**src/rtl/led_rgb_pkg.sv**
```systemverilog
// rtl/led_rgb_pkg.sv - shared types and constants for the RGB LED driver.
// LED_RGB_ACTIVE_LOW_EN selects active-low LED pads.
package led_rgb_pkg;

  typedef enum logic [2:0] {
    OFF,
    ON_CONST,
    BLINK_ON,
    BLINK_OFF,
    HOLD
  } led_state_t;

  localparam int CNT_WIDTH_DEF = 32;

`ifdef LED_RGB_ACTIVE_LOW_EN
  localparam logic LED_OFF_LVL = 1'b1;
`else
  localparam logic LED_OFF_LVL = 1'b0;
`endif

endpackage

```
**src/rtl/led_rgb_if.sv**
```systemverilog
// rtl/led_rgb_if.sv - control/status bundle between register block and LED core.
interface led_rgb_if
  import led_rgb_pkg::*;
#(
  parameter int CNT_WIDTH = CNT_WIDTH_DEF
);
  logic                 user_resetn;
  logic                 mode_r, mode_g, mode_b;
  logic                 enable_r, enable_g, enable_b;
  logic                 holded_r, holded_g, holded_b;
  logic [CNT_WIDTH-1:0] duration_r, duration_g, duration_b;
  logic                 led_r, led_g, led_b;
  logic                 led_r_sts, led_g_sts, led_b_sts;

  modport master (
    output user_resetn,
    output mode_r, mode_g, mode_b,
    output enable_r, enable_g, enable_b,
    output holded_r, holded_g, holded_b,
    output duration_r, duration_g, duration_b,
    input  led_r, led_g, led_b,
    input  led_r_sts, led_g_sts, led_b_sts
  );

  modport slave (
    input  user_resetn,
    input  mode_r, mode_g, mode_b,
    input  enable_r, enable_g, enable_b,
    input  holded_r, holded_g, holded_b,
    input  duration_r, duration_g, duration_b,
    output led_r, led_g, led_b,
    output led_r_sts, led_g_sts, led_b_sts
  );
endinterface

```
**src/rtl/led_rgb_channel.sv**
```systemverilog
// rtl/led_rgb_channel.sv - one LED channel: mode FSM plus blink interval counter.
module led_rgb_channel
  import led_rgb_pkg::*;
#(
  parameter int CNT_WIDTH = CNT_WIDTH_DEF
) (
  input  logic                 clk_i,
  input  logic                 rst_ni,
  input  logic                 clr_i,
  input  logic                 enable_i,
  input  logic                 mode_i,
  input  logic                 holded_i,
  input  logic [CNT_WIDTH-1:0] duration_i,
  output logic                 level_o
);

  localparam logic [CNT_WIDTH-1:0] CNT_ONE = CNT_WIDTH'(1);

  led_state_t           state_q, state_d;
  logic [CNT_WIDTH-1:0] cnt_q, cnt_d;
  logic                 lvl_q, lvl_d;
  logic [CNT_WIDTH-1:0] limit;

  // Duration 0 behaves like 1, so the limit saturates at zero instead of wrapping.
  assign limit = (duration_i == '0) ? '0 : duration_i - CNT_ONE;

  always_ff @(posedge clk_i or negedge rst_ni) begin
    if (!rst_ni) begin
      state_q <= OFF;
      cnt_q   <= '0;
      lvl_q   <= 1'b0;
    end else begin
      state_q <= state_d;
      cnt_q   <= cnt_d;
      lvl_q   <= lvl_d;
    end
  end

  always_comb begin
    state_d = state_q;
    cnt_d   = cnt_q;
    lvl_d   = lvl_q;
    if (clr_i) begin
      state_d = OFF;
      cnt_d   = '0;
      lvl_d   = 1'b0;
    end else if (!enable_i) begin
      if (holded_i) begin
        state_d = HOLD;
      end else begin
        state_d = OFF;
        cnt_d   = '0;
        lvl_d   = 1'b0;
      end
    end else if (!mode_i) begin
      state_d = ON_CONST;
      cnt_d   = '0;
      lvl_d   = 1'b1;
    end else if (state_q == BLINK_ON || state_q == BLINK_OFF) begin
      // >= so that a shortened duration toggles at once rather than waiting for a wrap.
      if (cnt_q >= limit) begin
        cnt_d   = '0;
        state_d = (state_q == BLINK_ON) ? BLINK_OFF : BLINK_ON;
        lvl_d   = (state_q == BLINK_OFF);
      end else begin
        cnt_d = cnt_q + CNT_ONE;
      end
    end else begin
      state_d = BLINK_ON;
      cnt_d   = '0;
      lvl_d   = 1'b1;
    end
  end

  assign level_o = lvl_q;

endmodule

```
**src/rtl/led_rgb_core.sv**
```systemverilog
// rtl/led_rgb_core.sv - three independent LED channels with soft reset and pad polarity.
// Pad polarity follows LED_RGB_ACTIVE_LOW_EN via led_rgb_pkg::LED_OFF_LVL.
module led_rgb_core
  import led_rgb_pkg::*;
#(
  parameter int CNT_WIDTH = CNT_WIDTH_DEF
) (
  input logic      aclk,
  input logic      aresetn,
  led_rgb_if.slave bus
);

  logic clr;
  logic lvl_r, lvl_g, lvl_b;

  assign clr = ~bus.user_resetn;

  led_rgb_channel #(.CNT_WIDTH(CNT_WIDTH)) u_ch_r (
    .clk_i(aclk), .rst_ni(aresetn), .clr_i(clr),
    .enable_i(bus.enable_r), .mode_i(bus.mode_r), .holded_i(bus.holded_r),
    .duration_i(bus.duration_r), .level_o(lvl_r)
  );

  led_rgb_channel #(.CNT_WIDTH(CNT_WIDTH)) u_ch_g (
    .clk_i(aclk), .rst_ni(aresetn), .clr_i(clr),
    .enable_i(bus.enable_g), .mode_i(bus.mode_g), .holded_i(bus.holded_g),
    .duration_i(bus.duration_g), .level_o(lvl_g)
  );

  led_rgb_channel #(.CNT_WIDTH(CNT_WIDTH)) u_ch_b (
    .clk_i(aclk), .rst_ni(aresetn), .clr_i(clr),
    .enable_i(bus.enable_b), .mode_i(bus.mode_b), .holded_i(bus.holded_b),
    .duration_i(bus.duration_b), .level_o(lvl_b)
  );

  assign bus.led_r_sts = lvl_r;
  assign bus.led_g_sts = lvl_g;
  assign bus.led_b_sts = lvl_b;
  assign bus.led_r     = lvl_r ^ LED_OFF_LVL;
  assign bus.led_g     = lvl_g ^ LED_OFF_LVL;
  assign bus.led_b     = lvl_b ^ LED_OFF_LVL;

endmodule
```
**src/flat_wrapper.sv**
```systemverilog
// flat-port wrapper written by rule: the top's interface ports become plain ports
module led_rgb_core_flat import led_rgb_pkg::*;
#(
  parameter int CNT_WIDTH = CNT_WIDTH_DEF
)
  (aclk, aresetn, bus_user_resetn, bus_mode_r, bus_mode_g, bus_mode_b, bus_enable_r, bus_enable_g, bus_enable_b, bus_holded_r, bus_holded_g, bus_holded_b, bus_duration_r, bus_duration_g, bus_duration_b, bus_led_r, bus_led_g, bus_led_b, bus_led_r_sts, bus_led_g_sts, bus_led_b_sts);
  led_rgb_if #(.CNT_WIDTH(CNT_WIDTH)) bus_i ();
  input logic aclk;
  input logic aresetn;
  input wire logic [$bits(bus_i.user_resetn)-1:0] bus_user_resetn;
  input wire logic [$bits(bus_i.mode_r)-1:0] bus_mode_r;
  input wire logic [$bits(bus_i.mode_g)-1:0] bus_mode_g;
  input wire logic [$bits(bus_i.mode_b)-1:0] bus_mode_b;
  input wire logic [$bits(bus_i.enable_r)-1:0] bus_enable_r;
  input wire logic [$bits(bus_i.enable_g)-1:0] bus_enable_g;
  input wire logic [$bits(bus_i.enable_b)-1:0] bus_enable_b;
  input wire logic [$bits(bus_i.holded_r)-1:0] bus_holded_r;
  input wire logic [$bits(bus_i.holded_g)-1:0] bus_holded_g;
  input wire logic [$bits(bus_i.holded_b)-1:0] bus_holded_b;
  input wire logic [$bits(bus_i.duration_r)-1:0] bus_duration_r;
  input wire logic [$bits(bus_i.duration_g)-1:0] bus_duration_g;
  input wire logic [$bits(bus_i.duration_b)-1:0] bus_duration_b;
  output wire logic [$bits(bus_i.led_r)-1:0] bus_led_r;
  output wire logic [$bits(bus_i.led_g)-1:0] bus_led_g;
  output wire logic [$bits(bus_i.led_b)-1:0] bus_led_b;
  output wire logic [$bits(bus_i.led_r_sts)-1:0] bus_led_r_sts;
  output wire logic [$bits(bus_i.led_g_sts)-1:0] bus_led_g_sts;
  output wire logic [$bits(bus_i.led_b_sts)-1:0] bus_led_b_sts;
  assign bus_i.user_resetn = bus_user_resetn;
  assign bus_i.mode_r = bus_mode_r;
  assign bus_i.mode_g = bus_mode_g;
  assign bus_i.mode_b = bus_mode_b;
  assign bus_i.enable_r = bus_enable_r;
  assign bus_i.enable_g = bus_enable_g;
  assign bus_i.enable_b = bus_enable_b;
  assign bus_i.holded_r = bus_holded_r;
  assign bus_i.holded_g = bus_holded_g;
  assign bus_i.holded_b = bus_holded_b;
  assign bus_i.duration_r = bus_duration_r;
  assign bus_i.duration_g = bus_duration_g;
  assign bus_i.duration_b = bus_duration_b;
  assign bus_led_r = bus_i.led_r;
  assign bus_led_g = bus_i.led_g;
  assign bus_led_b = bus_i.led_b;
  assign bus_led_r_sts = bus_i.led_r_sts;
  assign bus_led_g_sts = bus_i.led_g_sts;
  assign bus_led_b_sts = bus_i.led_b_sts;
  led_rgb_core #(.CNT_WIDTH(CNT_WIDTH)) u_core (.aclk(aclk), .aresetn(aresetn), .bus(bus_i));
endmodule
```
**config.mk**
```make
export PLATFORM = sky130hd
export DESIGN_NAME = led_rgb_core_flat
export DESIGN_NICKNAME = d
export VERILOG_FILES = /design/src/rtl/led_rgb_pkg.sv /design/src/rtl/led_rgb_if.sv /design/src/rtl/led_rgb_channel.sv /design/src/rtl/led_rgb_core.sv /design/src/flat_wrapper.sv
export SDC_FILE = /design/constraint.sdc
export NUM_CORES = 1
export LEC_CHECK = 0
export BUFFER_PORTS_ARGS = -buffer_cell sky130_fd_sc_hd__buf_2
export CAP_MARGIN = 20
export CORE_MARGIN = 2
export CORE_UTILIZATION = 45
export CTS_CLUSTER_DIAMETER = 100
export CTS_CLUSTER_SIZE = 12
export DETAILED_ROUTE_END_ITERATION = 6
export GPL_ROUTABILITY_DRIVEN = 0
export GPL_TIMING_DRIVEN = 0
export PLACE_DENSITY = 0.62
export SYNTH_ARGS = -nofsm -noshare
export SYNTH_HDL_FRONTEND = slang
export SYNTH_SLANG_ARGS = --single-unit
```
**constraint.sdc**
```tcl
create_clock -name aclk -period 3.8 [get_ports aclk]
set_input_delay 0 -clock aclk [delete_from_list [all_inputs] [get_ports aclk]]
set_output_delay 0 -clock aclk [all_outputs]
set_load 0.005 [all_outputs]
```
==> results of run 1 <==
## cell type report
cell class | count | area [um2]
buffer | 28 | 236
fill | 1961 | 8910
multi-input combinational | 1062 | 7330
inverter | 18 | 67.6
clock inverter | 6 | 95.1
sequential | 108 | 2700
tap | 275 | 344
timing repair buffer | 172 | 1170
clock buffer | 9 | 225
## routing by layer
layer | routed length, um | vias up | global-route usage
met5 | 0 | - | 0
met3 | 1050 | 26 | 0.0282
li1 | - | 4768 | -
met4 | 332 | 0 | 0.0439
met1 | 12400 | 4506 | 0.322
met2 | 12500 | 194 | 0.378
## power by group
part,switching [W],leakage (nW),internal (W)
registers,0.00000542,1.50,0.00115
logic,0.000220,3.92,0.000167
clock network,0.000452,0.157,0.000584
## metrics by stage
step / setup slack (ps) / cell area, um2 / hold WS (ps)
4_1_cts: -296 / 11600 / 1.05
2_1_floorplan: -477 / 9790 / -296
3_3_place_gp: -1300 / 10700 / 310
5_1_grt: -385 / 12200 / 28.3
6_report: -251 / 12200 / 19.4
3_5_place_dp: -1310 / 10700 / -107
## synthesized netlist by cell type, types with 4 or more instances
cell      count  area share
a22o_1        8      0.0072
a21o_1       13       0.010
or2_2         7      0.0045
a21oi_1      45       0.023
nand2_1     213       0.083
nand4_1      34       0.022
nand3_1      74       0.038
nor3_1       52       0.027
o21ai_0      70       0.036
mux2i_1       6      0.0062
nor4_1       27       0.017
dfrtp_1     108        0.28
clkbuf_1     26       0.010
nor3b_1       4      0.0031
nor2b_1      11      0.0071
and3_1       21       0.014
nor2_1      109       0.042
buf_6         4      0.0047
xnor2_1      40       0.036
o21a_1        4      0.0031
nand2b_1     17       0.011
a211oi_1     10      0.0078
o31ai_1       5      0.0039
inv_1        17      0.0066
ha_1        105        0.14
and2_1        9      0.0058
or3_1        32       0.021
o311ai_0      7      0.0063
or4_1        10      0.0078
nand3b_1      6      0.0047
xor2_1       81       0.073
## worst paths after layout
path                                       endpoint  depth (start not counted)
max                          u_core.u_ch_b.cnt_q[7]                         18
max in group asynchronous   u_core.u_ch_b.cnt_q[14]                          3
min reg2reg                u_core.u_ch_g.state_q[0]                          2
min in group asynchronous    u_core.u_ch_b.cnt_q[1]                          2
min                        u_core.u_ch_r.state_q[0]                          3
max reg2reg                  u_core.u_ch_r.cnt_q[7]                          9
## kinds of logic after synthesis
family / Yosys count / share of synthesized area
AND/OR/NAND/NOR: 643 / 0.324
AO/OA/AOI/OAI: 184 / 0.117
XOR/XNOR: 121 / 0.109
flip-flops: 108 / 0.279
adder cells (fa/ha/maj): 105 / 0.136
buffers and inverters: 52 / 0.0246
multiplexers: 9 / 0.00969
## state kept, by name, indices dropped and copies added (netlist names)
name / cells
u_core.u_ch_b.cnt_q: 32
u_core.u_ch_b.level_o: 1
u_core.u_ch_b.state_q: 3
u_core.u_ch_g.cnt_q: 32
u_core.u_ch_g.level_o: 1
u_core.u_ch_g.state_q: 3
u_core.u_ch_r.cnt_q: 32
u_core.u_ch_r.level_o: 1
u_core.u_ch_r.state_q: 3
## what timing repair did
| item | 4_1_cts | 5_1_grt |
|---|---|---|
| gates cloned | 2 | 5 |
| hold endpoints to repair | 114 | 0 |
| setup buffers | 25 | 21 |
| endpoints found under the setup margin | 100 | 96 |
| pin swaps | 22 | 50 |
| hold buffers | 7 | 0 |
| gates resized for setup | 63 | 110 |
## worst max-delay path, stage by stage
cell       delay [ps]
buf_6              90
or3_4             380
or3_4             330
or3_4             340
or4_4             540
or2_4             280
and4b_1           200
a21oi_2           150
ha_1              260
buf_4             140
a21oi_1           190
o2111ai_2         160
a221oi_2          230
o21ai_2           140
or2_4             320
clkbuf_16         180
or3_1             300
o21ai_1            80
==> impl_metrics.py, run 1 <==
metrics = {
    "cells_and_area": {
        "final_cell_mix": "nand2_1 (209), buf_2 (108), dfrtp_1 (108)",
        "nNetsFinal": 1612,
        "post_route_cells_drive_above_1_share": 0.211,
        "instances_no_fill": 1678,
        "utilization": 0.577,
        "area_growth_pct": 25.7,
        "num_antenna_cells": 0,
        "layout_commonest_cell": "nand2_1",
    },
    "cts": {
        "cts.clk_slew.worst_paths_ps": 70,
        "h-tree-depth": 3,
        "cts_sinks": 108,
        "numCtsBuffers": 9,
        "clockRootBuffer": "clkbuf_16",
        "tritoncts": "done",
        "worst_skew_pair.late_latency_ps": 350,
        "clockBufferDepth": 2,
    },
    "sta": {
        "setup_tns_ps": -4770,
        "fin_ws_ps": -251,
        "finalHoldViolations": 0,
        "layout_min_cycle_time_ps": 4050,
        "max_freq_mhz": 247,
        "final.setup_skew_ps": 7.13,
        "rsz0062_at_grt": "true",
        "max_slew_margin": 0.513,
        "worstMarginPinSlew_ps": 723,
        "min_period_over_period": 1.07,
        "slew_viol_final": 0,
        "setup_violations": 29,
    },
    "grt": {
        "grt_start_max_net_pins": 82,
        "grt_overflow": 0,
        "grt_usage": 0.228,
        "grt_pass1_wl_um": 42200,
        "antenna_found_initial": 0,
        "grt_pass1_vias": 8763,
    },
    "pwr": {
        "vdd_drop_max_uv": 220,
        "power_w": 0.00258,
        "p_per_area_nw_per_um2": 212,
        "leakagePower_nw": 5.57,
    },
    "setup_path": {
        "required_ps": 4070,
        "rr_startpoint": "u_core.u_ch_r.cnt_q[14]",
        "end_kind": "flip-flop",
        "crit_arrival_ps": 4320,
        "rrSetupSlack_ps": 1130,
        "criticalPathCategory": "in2reg",
        "start_kind": "input pin",
        "crit_path_max_fanout": 8,
        "cp-startpoint": "bus_duration_b[14]",
    },
    "worst_hold_path": {
        "hold_start": "bus_enable_r",
        "hold_class": "in2reg",
    },
    "yosys": {
        "yosys_warnings": 0,
        "async_flop_share": 1.00,
        "synth_ff_type": "dfrtp_1",
        "avgSynthCellArea_um2": 7.92,
        "synth_edf_count": 0,
        "yosysSeqAreaShare": 0.279,
        "synth_cells": 1222,
        "syn_area_um2": 9680,
        "synth_seq_cells": 108,
        "synth_nets": 1435,
        "yosysUniqueCellTypes": 58,
    },
    "run_status": {
        "status": "finished with violations",
        "violations": "negative setup slack",
    },
    "route": {
        "ant_nets": 0,
        "vias": 9494,
        "drc": 0,
        "drt_iter0_drc": 585,
        "routed_wl_um": 26300,
        "firstDrtPassIters": 4,
        "post_drt_wl_per_cell_um": 15.7,
        "via_per_inst": 5.66,
    },
    "placement": {
        "dp_cells": 1610,
        "place_hpwl_um": 19700,
        "numPortBuffers": 112,
    },
    "floorplan": {
        "initial_core_util": 0.459,
        "die-area_um2": 22700,
        "fp.dieH_um": 151,
        "die_x_um": 151,
        "fp-row-count": 53,
        "io_pins": 114,
        "coreArea_um2": 21100,
    },
    "flow_run": {
        "maxCapViolCount": 0,
    },
}
(Power assumes the default switching activity.)
==> inputs of run 2 (changes only) <==
--- a/config.mk
+++ b/config.mk
@@ -5,16 +5,16 @@
 export SDC_FILE = /design/constraint.sdc
 export NUM_CORES = 1
 export LEC_CHECK = 0
-export BUFFER_PORTS_ARGS = -buffer_cell sky130_fd_sc_hd__buf_2
 export CAP_MARGIN = 20
 export CORE_MARGIN = 2
 export CORE_UTILIZATION = 45
 export CTS_CLUSTER_DIAMETER = 100
 export CTS_CLUSTER_SIZE = 12
 export DETAILED_ROUTE_END_ITERATION = 6
+export DONT_BUFFER_PORTS = 1
 export GPL_ROUTABILITY_DRIVEN = 0
 export GPL_TIMING_DRIVEN = 0
-export PLACE_DENSITY = 0.62
+export PLACE_DENSITY = 0.58
 export SYNTH_ARGS = -nofsm -noshare
 export SYNTH_HDL_FRONTEND = slang
 export SYNTH_SLANG_ARGS = --single-unit
==> run 2 against run 1 <==
  * The run still ends with negative setup slack left
  * Wire length fell by 2.8%
  * Die area did not move
  * Utilization is 4.2 points lower
  * Non-clock buffer count shrank 124
  * Largest cell class unchanged
  * Critical path type unchanged
  * First-iteration DRC count shrank 31%
  * Register-to-register slack lost 50 ps
  * Flip-flop and latch count stayed put
  * Design area is 7.3% lower
  * Fmax grew 3.5%
==> impl_metrics.py, run 2 (synthesized netlist as in run 1, its figures left out) <==
metrics = {
    "cells_and_area": {
        "instances_no_fill": 1555,
        "nNetsFinal": 1488,
        "layout_commonest_cell": "nand2_1",
        "fill_cells": 2005,
        "final_cell_mix": "nand2_1 (207), dfrtp_1 (108), nor2_1 (106)",
        "top_regs": "u_core.u_ch_b.cnt_q (32), u_core.u_ch_g.cnt_q (32), u_core.u_ch_r.cnt_q (32)",
        "area_growth_pct": 16.6,
        "utilization": 0.535,
        "regArea_um2": 2700,
        "num_antenna_cells": 0,
        "multi_input_area_um2": 7200,
        "post_route_cells_drive_above_1_share": 0.120,
    },
    "run_status": {
        "violations": "negative setup slack",
        "status": "finished with violations",
    },
    "route": {
        "via_per_inst": 5.76,
        "drt_iter0_drc": 404,
        "firstDrtPassIters": 5,
        "drc": 0,
        "routed_wl_um": 25600,
        "post_drt_wl_per_cell_um": 16.4,
        "vias": 8964,
        "ant_nets": 0,
    },
    "sta": {
        "max_freq_mhz": 256,
        "worstMarginPinSlew_ps": 715,
        "layout_min_cycle_time_ps": 3910,
        "max_slew_margin": 0.519,
        "setup_tns_ps": -791,
        "min_period_over_period": 1.03,
        "setup_violations": 14,
        "rsz0062_at_grt": "true",
        "final.setup_skew_ps": 12.3,
        "finalHoldViolations": 0,
        "slew_viol_final": 0,
        "fin_worst_hold_slack_ps": 34.2,
        "fin_ws_ps": -113,
    },
    "floorplan": {
        "die-area_um2": 22700,
        "die_x_um": 151,
        "coreArea_um2": 21100,
        "fp-row-count": 53,
        "initial_core_util": 0.459,
        "io_pins": 114,
        "fp.dieH_um": 151,
    },
    "setup_path": {
        "crit_arrival_ps": 4190,
        "criticalPathCategory": "in2reg",
        "crit_path_max_fanout": 7,
        "end_kind": "flip-flop",
        "required_ps": 4080,
        "start_kind": "input pin",
    },
    "placement": {
        "numPortBuffers": 0,
        "place_hpwl_um": 19400,
        "post-place-ws_ps": -1110,
        "dp_cells": 1497,
    },
    "grt": {
        "grt_start_max_net_pins": 109,
        "grt_pass1_vias": 8325,
        "grt_pass1_wl_um": 40600,
        "grt_usage": 0.223,
        "grt_overflow": 0,
        "antenna_found_initial": 0,
    },
    "cts": {
        "worst_skew_pair.late_latency_ps": 360,
        "numCtsBuffers": 9,
        "cts.clk_slew.worst_paths_ps": 70,
        "clockBufferDepth": 2,
        "tritoncts": "done",
        "clockRootBuffer": "clkbuf_16",
        "cts_sinks": 108,
        "h-tree-depth": 3,
    },
    "pwr": {
        "p_per_area_nw_per_um2": 209,
        "leakagePower_nw": 4.95,
        "vdd_drop_max_uv": 256,
    },
    "worst_hold_path": {
        "hold_class": "in2reg",
    },
    "flow_run": {
        "maxCapViolCount": 0,
    },
}
## run 2: cell types whose count changed in the layout (fill, tap and decap cells not counted), moves of 3 or more
cell,delta
a21oi_1,+4
buf_6,-10
buf_4,-12
or4_4,-4
a21oi_2,-3
nor4_1,+3
buf_2,-106
clkbuf_2,+3
or4_1,+4
dlygate4sd3_1,+3
## run 2: layout make-up
cell class,instances,share of cell area
plain buffers,31,0.0218
clock buffers,10,0.0203
clock inverters,6,0.00477
inverters,18,0.00598
multi-input cells,1062,0.638
flip-flops and latches,108,0.239
well taps,275,0.0305
repair buffers,45,0.0397
## run 2: path summary, 6_finish.rpt
kind / from / cells after the start / end / slack, ps
setup / recovery: bus_duration_b[13] / 17 / u_core.u_ch_b.cnt_q[7] / -110
max in group asynchronous: aresetn / 2 / u_core.u_ch_g.cnt_q[21] / 3100
min in group asynchronous: aresetn / 2 / u_core.u_ch_b.cnt_q[16] / 230
setup reg to reg: u_core.u_ch_r.cnt_q[14] / 10 / u_core.u_ch_r.cnt_q[5] / 1080
hold reg to reg: u_core.u_ch_g.state_q[0] / 2 / u_core.u_ch_g.state_q[0] / 510
hold / removal: bus_enable_b / 3 / u_core.u_ch_b.level_o / 30
## run 2: stage by stage
step | area (um2) | power (W)
2_1_floorplan | 9790 | 0.00136
3_3_place_gp | 10100 | 0.00140
3_5_place_dp | 10100 | 0.00140
4_1_cts | 10900 | 0.00238
5_1_grt | 11300 | 0.00247
6_report | 11300 | 0.00236
## run 2: metal layers
metal  global-route usage  up-vias  part of all wire  wire [um]
met3               0.0324       13             0.040       1030
met4               0.0407        0            0.0045        116
li1                     -     4509                 -          -
met5                    0        -                 0          0
met2                0.370      189              0.48      12200
met1                0.313     4253              0.48      12200
## run 2: power by group
part	leakage, nW	switching [W]	internal, W	total, W
clock	0.136	0.000465	0.000458	0.000923
combinational	3.32	0.000155	0.000119	0.000273
sequential	1.50	0.00000576	0.00115	0.00116
total	4.95	0.000625	0.00173	0.00236
## run 2: worst max-delay path: stages
cell       delay [ps]
or3_4             370
or3_4             330
or3_4             340
or4_4             550
or2_4             300
buf_6             150
buf_8             140
buf_4             140
nand2_1            70
ha_1              260
and4_4            200
a221oi_4          310
o22ai_4           140
or2_4             310
clkbuf_16         170
or3_1             300
o21ai_1            80
## run 2: what timing repair did
| item | 4_1_cts | 5_1_grt |
|---|---|---|
| cloned | 1 | 2 |
| setup buffers | 21 | 11 |
| pin swaps | 22 | 20 |
| gates resized for setup | 57 | 84 |
| hold endpoints to repair | 118 | 0 |
| hold buffers | 11 | 0 |
| setup endpoints to repair | 97 | 85 |
